[src/rtl/pes_gc_pkg.sv]
// Shared widths, FSM state type and Hamming-distance helper for the Gray-count decoder.
package pes_gc_pkg;
    localparam int GC_WIDTH     = 8;
    localparam int RELOCK_STEPS = 2;
    localparam int DIST_W       = $clog2(GC_WIDTH + 1);

    typedef enum logic [1:0] {
        INIT     = 2'd0,
        LOCKED   = 2'd1,
        UNLOCKED = 2'd2
    } gc_state_e;

    function automatic logic [DIST_W-1:0] hamming(input logic [GC_WIDTH-1:0] a,
                                                  input logic [GC_WIDTH-1:0] b);
        logic [GC_WIDTH-1:0] x;
        logic [DIST_W-1:0]   cnt;
        x   = a ^ b;
        cnt = '0;
        for (int i = 0; i < GC_WIDTH; i++) begin
            cnt = cnt + DIST_W'(x[i]);
        end
        return cnt;
    endfunction
endpackage

[src/rtl/pes_gray2bin.sv]
// Combinational Gray-to-binary decode: MSB passes through, each lower bit
// is the running XOR of all Gray bits above and including it.
module pes_gray2bin #(
    parameter int GC_WIDTH = pes_gc_pkg::GC_WIDTH
) (
    input  logic [GC_WIDTH-1:0] gray,
    output logic [GC_WIDTH-1:0] bin
);

    // Prefix XOR from the MSB downwards.
    always_comb begin
        logic acc_s;
        bin                 = '0;
        acc_s               = gray[GC_WIDTH-1];
        bin[GC_WIDTH-1]     = acc_s;
        for (int i = GC_WIDTH - 2; i >= 0; i--) begin
            acc_s  = acc_s ^ gray[i];
            bin[i] = acc_s;
        end
    end

endmodule

[src/rtl/pes_gcdecoder.sv]
// Two-stage Gray-count decoder with step checking and lock tracking.
// Optional saturating error counter selected by macro PES_GC_ERRCNT_EN.
module pes_gcdecoder
    import pes_gc_pkg::*;
(
    input  logic                clk,
    input  logic                reset,
    input  logic                enable,
    input  logic [GC_WIDTH-1:0] gray_in,
    output logic [GC_WIDTH-1:0] bin_count,
    output logic                valid,
    output logic                dir,
    output logic                wrap,
    output logic                step_err,
    output logic                locked
`ifdef PES_GC_ERRCNT_EN
    ,
    output logic [7:0]          err_count
`endif
);

    logic [GC_WIDTH-1:0] g_q_r;
    logic                v1_r;
    logic [GC_WIDTH-1:0] prev_g_r;
    logic [GC_WIDTH-1:0] prev_b_r;
    logic [1:0]          good_run_r;
    gc_state_e           state_r;

    logic [GC_WIDTH-1:0] b_new_s;
    logic [GC_WIDTH-1:0] diff_s;
    logic [DIST_W-1:0]   dist_s;
    logic                good_s;
    logic                err_s;
    logic                wrap_s;

    pes_gray2bin #(.GC_WIDTH(GC_WIDTH)) u_gray2bin (
        .gray (g_q_r),
        .bin  (b_new_s)
    );

    assign dist_s = hamming(g_q_r, prev_g_r);
    assign diff_s = b_new_s - prev_b_r;

    // Classify the staged sample; INIT samples are never compared.
    always_comb begin
        good_s = 1'b0;
        err_s  = 1'b0;
        wrap_s = 1'b0;
        if (v1_r && (state_r != INIT)) begin
            good_s = (dist_s == DIST_W'(1));
            err_s  = (dist_s >  DIST_W'(1));
            wrap_s = ((prev_b_r == {GC_WIDTH{1'b1}}) && (b_new_s == {GC_WIDTH{1'b0}})) ||
                     ((prev_b_r == {GC_WIDTH{1'b0}}) && (b_new_s == {GC_WIDTH{1'b1}}));
        end else begin
            good_s = 1'b0;
            err_s  = 1'b0;
            wrap_s = 1'b0;
        end
    end

    // Stage 1: capture the raw sample and its strobe.
    always_ff @(posedge clk or negedge reset) begin
        if (!reset) begin
            g_q_r <= '0;
            v1_r  <= 1'b0;
        end else begin
            g_q_r <= gray_in;
            v1_r  <= enable;
        end
    end

    // Stage 2: outputs, history and lock FSM.
    always_ff @(posedge clk or negedge reset) begin
        if (!reset) begin
            bin_count  <= '0;
            valid      <= 1'b0;
            dir        <= 1'b0;
            wrap       <= 1'b0;
            step_err   <= 1'b0;
            locked     <= 1'b0;
            prev_g_r   <= '0;
            prev_b_r   <= '0;
            good_run_r <= 2'd0;
            state_r    <= INIT;
        end else begin
            valid    <= v1_r;
            wrap     <= good_s & wrap_s;
            step_err <= err_s;
            if (v1_r) begin
                bin_count <= b_new_s;
                prev_g_r  <= g_q_r;
                prev_b_r  <= b_new_s;
                if (good_s) begin
                    dir <= (diff_s == GC_WIDTH'(1));
                end
                case (state_r)
                    INIT: begin
                        state_r    <= LOCKED;
                        locked     <= 1'b1;
                        good_run_r <= 2'd0;
                    end
                    LOCKED: begin
                        if (err_s) begin
                            state_r    <= UNLOCKED;
                            locked     <= 1'b0;
                            good_run_r <= 2'd0;
                        end
                    end
                    UNLOCKED: begin
                        if (err_s) begin
                            good_run_r <= 2'd0;
                        end else if (good_s) begin
                            if (good_run_r == 2'(RELOCK_STEPS - 1)) begin
                                state_r    <= LOCKED;
                                locked     <= 1'b1;
                                good_run_r <= 2'd0;
                            end else begin
                                good_run_r <= good_run_r + 2'd1;
                            end
                        end
                    end
                    default: begin
                        state_r    <= INIT;
                        locked     <= 1'b0;
                        good_run_r <= 2'd0;
                    end
                endcase
            end
        end
    end

`ifdef PES_GC_ERRCNT_EN
    // Saturating step-error counter, cleared only by reset.
    always_ff @(posedge clk or negedge reset) begin
        if (!reset) begin
            err_count <= 8'd0;
        end else if (err_s && (err_count != 8'hFF)) begin
            err_count <= err_count + 8'd1;
        end
    end
`endif

endmodule

[config.mk]
export PLATFORM = sky130hd
export DESIGN_NAME = pes_gcdecoder
export DESIGN_NICKNAME = d
export VERILOG_FILES = /design/src/rtl/pes_gc_pkg.sv /design/src/rtl/pes_gray2bin.sv /design/src/rtl/pes_gcdecoder.sv
export SDC_FILE = /design/constraint.sdc
export NUM_CORES = 1
export LEC_CHECK = 0
export BUFFER_PORTS_ARGS = -buffer_cell sky130_fd_sc_hd__buf_2
export CAP_MARGIN = 20
export CORE_UTILIZATION = 36
export CTS_BUF_LIST = sky130_fd_sc_hd__clkbuf_4 sky130_fd_sc_hd__clkbuf_8
export CTS_CLUSTER_DIAMETER = 40
export CTS_CLUSTER_SIZE = 12
export DETAILED_ROUTE_END_ITERATION = 12
export PLACE_DENSITY = 0.65
export SLEW_MARGIN = 20
export SYNTH_ARGS = -nofsm -noshare
export SYNTH_HDL_FRONTEND = slang
export SYNTH_SLANG_ARGS = --single-unit
[constraint.sdc]
create_clock -name clk -period 3.8 [get_ports clk]
set_input_delay 0.76 -clock clk [delete_from_list [all_inputs] [get_ports clk]]
set_output_delay 0.76 -clock clk [all_outputs]
set_load 0.01 [all_outputs]
==> reports/summary.md <==
Global route
* **vias in the first global route** 1500
* **maximum number of pins on one net before global-route repair** 33
* **total grt overflow** 0
* **antenna violations before repair** 0
* **aggregate global-route resource usage** 0.1645
* **first-pass GRT wire length** 6824 um

Yosys
* **number of synthesized register bits** 32
* **net count after synthesis** 222
* **main flop type after synthesis** dfrtp_1
* **share of synthesized registers carrying an async set or reset** 1.000
* **number of enable flip-flop cells after synthesis** 0
* **cell count after synthesis** 188
* **cell area after synthesis** 0.001947 mm2
* **warning count from the yosys run** 0
* **unique cell type count in the Yosys netlist** 39
* **register area share after synthesis** 0.4113
* **average cell area after synthesis** 10.36 um2

Detailed routing
* **vias per cell** 4.731
* **TritonRoute pass-1 iters** 4
* **routed wirelength normalized by instance count** 12.46 um
* **remaining antenna violation count after routing** 0
* **drt initial violations** 40
* **total DRC errors in the routed layout** 0
* **number of vias in the routed layout** 1424
* **wire length after detailed routing** 3751 um

Worst setup path
* **Critical Path Sink Type** flip-flop
* **endpoint of the worst-slack reg-to-reg timing path** dir
* **critical path launch point type** flip-flop
* **cell count of the worst reg-to-reg path** 13
* **Req. time, crit path** 4.00 ns
* **worst path arrival time** 4.06 ns
* **critical path start-end classification** flip-flop to flip-flop
* **Critical Path Fanout Max** 6
* **register-to-register setup slack** -0.07 ns
* **worst r2r src** g_q_r[3]

Cells and area
* **Reg area** 800.8 um2
* **share of final-layout standard cells stronger than drive strength 1** 0.3333
* **Finished Cell Area** 0.002487 mm2
* **most used cells in the layout excluding fill and tap cells** dfrtp_1 (32), inv_1 (24), buf_2 (23)
* **number of nets in the layout** 264
* **multi-input gate area in the final layout** 0.001140 mm2
* **diode insertion count for antenna repair** 0
* **most common cell after layout, fill and taps aside** dfrtp_1
* **fill cell total of the finished layout** 495
* **Final Core Density** 0.4809
* **Syn-to-layout area delta** 27.76%

Floorplan
* **Die W** 75.54 um
* **starting utilization of the core area** 0.3764
* **Std-Cell Rows** 26
* **I/O pin count** 24
* **die area** 0.005706 mm2
* **Std-Cell Core Area** 0.005172 mm2
* **Die Span Y** 75.54 um

STA
* **Final Skew** 0.003670 ns
* **RSZ-0062 raised after global routing** true
* **worst slew pin tran** 0.6877 ns
* **upper clock frequency limit** 258.7 MHz
* **final setup violating endpoints** 2
* **slew margin rel.** 0.5416
* **Tmin final** 3.866 ns
* **fraction of the cycle the final worst path needs** 1.017
* **final max-slew violation count** 0
* **worst-case setup margin in the final layout** -0.06574 ns
* **Fin. Hold Viols** 0

Run
* **number of max-cap violations** 0

Hold path
* **Worst Hold Depth** 2
* **worst hold endpoint** dir
* **path type of the worst min-delay path** flip-flop to flip-flop
* **startpoint of the tightest hold check path** dir

Place
* **RePlAce Congestion** 0.7380
* **# port buffers** 23
* **post-detailed-placement cell area** 0.002306 mm2
* **Detail Placement HPWL** 2975 um

Power and ir drop
* **peak ir drop on the vdd network** 0.2584 mV
* **PD cells** 658.5 mW/mm2
* **static power due to leakage** 1.178 nW

CTS
* **TritonCTS clock tree** done
* **number of buffers created by CTS** 5
* **cell at the root of the clock tree** clkbuf_8
* **clock latency on the worst-skew pair** 0.28 ns
* **Clock Path Buffers** 2
* **number of levels in the clock H-tree** 2
* **clock transition at the register clock pins on the worst setup and hold paths after CTS** 0.06 ns
* **hold_buf cts** 0
* **CTS sink cnt** 32

Run status
* **run status** finished with violations
* **violations in the final reports** negative setup slack

[cell usage after synthesis, types with 2 or more instances]
cell | number | share of area
dfrtp_1 | 32 | 0.41
inv_1 | 26 | 0.050
ha_1 | 18 | 0.12
nand2_1 | 16 | 0.031
a21oi_1 | 9 | 0.023
mux2_2 | 9 | 0.052
nor2_1 | 9 | 0.017
xnor2_1 | 8 | 0.036
nor3_1 | 6 | 0.015
xor2_1 | 6 | 0.027
fa_1 | 5 | 0.051
o21ai_0 | 5 | 0.013
nand4_1 | 4 | 0.013
o21ai_1 | 3 | 0.0077
a31oi_1 | 2 | 0.0064
clkbuf_1 | 2 | 0.0039
mux2i_1 | 2 | 0.010
nor2b_1 | 2 | 0.0064
nor3b_1 | 2 | 0.0077
nor4b_1 | 2 | 0.0090
o211ai_1 | 2 | 0.0077
[report_power, final]
part	switching, W	internal [W]
clock network	0.000121	0.000231
logic	0.000421	0.000410
registers	0.0000615	0.000393
total	0.000604	0.00103
[how the worst max path moves through the flow]
stage	start	endpoint	slack, ns	cells after the start
3_3_place_gp	g_q_r[6]	dir	-0.1	16
6_report	g_q_r[3]	dir	-0.07	13
2_1_floorplan	g_q_r[3]	state_r[1]	-0.001	14
4_1_cts	g_q_r[1]	dir	-0.06	13
5_1_grt	g_q_r[3]	dir	-0.25	13
3_5_place_dp	g_q_r[3]	state_r[1]	-0.18	14
[final cells by class]
cell class	count	area share
clock inverters	1	0.01207
multi-input cells	126	0.4582
clock buffers	7	0.03873
inverters	26	0.03924
flip-flops and latches	32	0.3219
repair buffers	39	0.09457
well taps	70	0.03521
[per-layer routing]
metal  track usage  share of wire
met1        0.2139           0.48
met3       0.04762          0.033
met5             0              0
met2        0.2639           0.47
met4       0.05556          0.015
[through the flow]
stage,TNS (ns),setup slack (ns),instances,hold slack [ns],power (W)
2_1_floorplan,-0.001031,-0.001031,188,0.3872,0.001031
3_3_place_gp,-0.1783,-0.09796,292,0.4777,0.001245
3_5_place_dp,-0.5088,-0.1836,292,0.4846,0.001261
4_1_cts,-0.07726,-0.06395,301,0.5024,0.001643
5_1_grt,-0.9364,-0.2474,301,0.5304,0.001791
6_report,-0.07884,-0.06574,301,0.5008,0.001638
[registers in the layout, summed over array words and instances (netlist names)]
register,count
valid,1
state_r,2
step_err,1
dir,1
prev_b_r,7
g_q_r,8
good_run_r,2
v1_r,1
prev_g_r,8
wrap,1
[kinds of logic after synthesis]
group,Yosys count,synth area share
simple gates,47,0.1279
buf+inv,30,0.06041
mux,11,0.06234
flops,32,0.4113
compound gates,31,0.1080
fa+ha+maj,23,0.1671
xor+xnor,14,0.06298
[worst max-delay path, stage by stage (launching register included)]
cell and delay [ns]:
dfrtp_1 0.41, xor2_2 0.19, fa_1 0.50, fa_1 0.51, inv_2 0.04, fa_1 0.46
inv_1 0.07, ha_2 0.18, inv_2 0.04, fa_1 0.48, and4bb_1 0.25, a2bb2oi_4 0.09
or3_4 0.39, o31ai_2 0.18
[repair_timing]
action,in CTS,in global routing
setup endpoints to repair,5,6
gates resized for setup,5,3
setup buffers,1,0
pin swaps,7,2
Power figures use the tool's default switching activity.
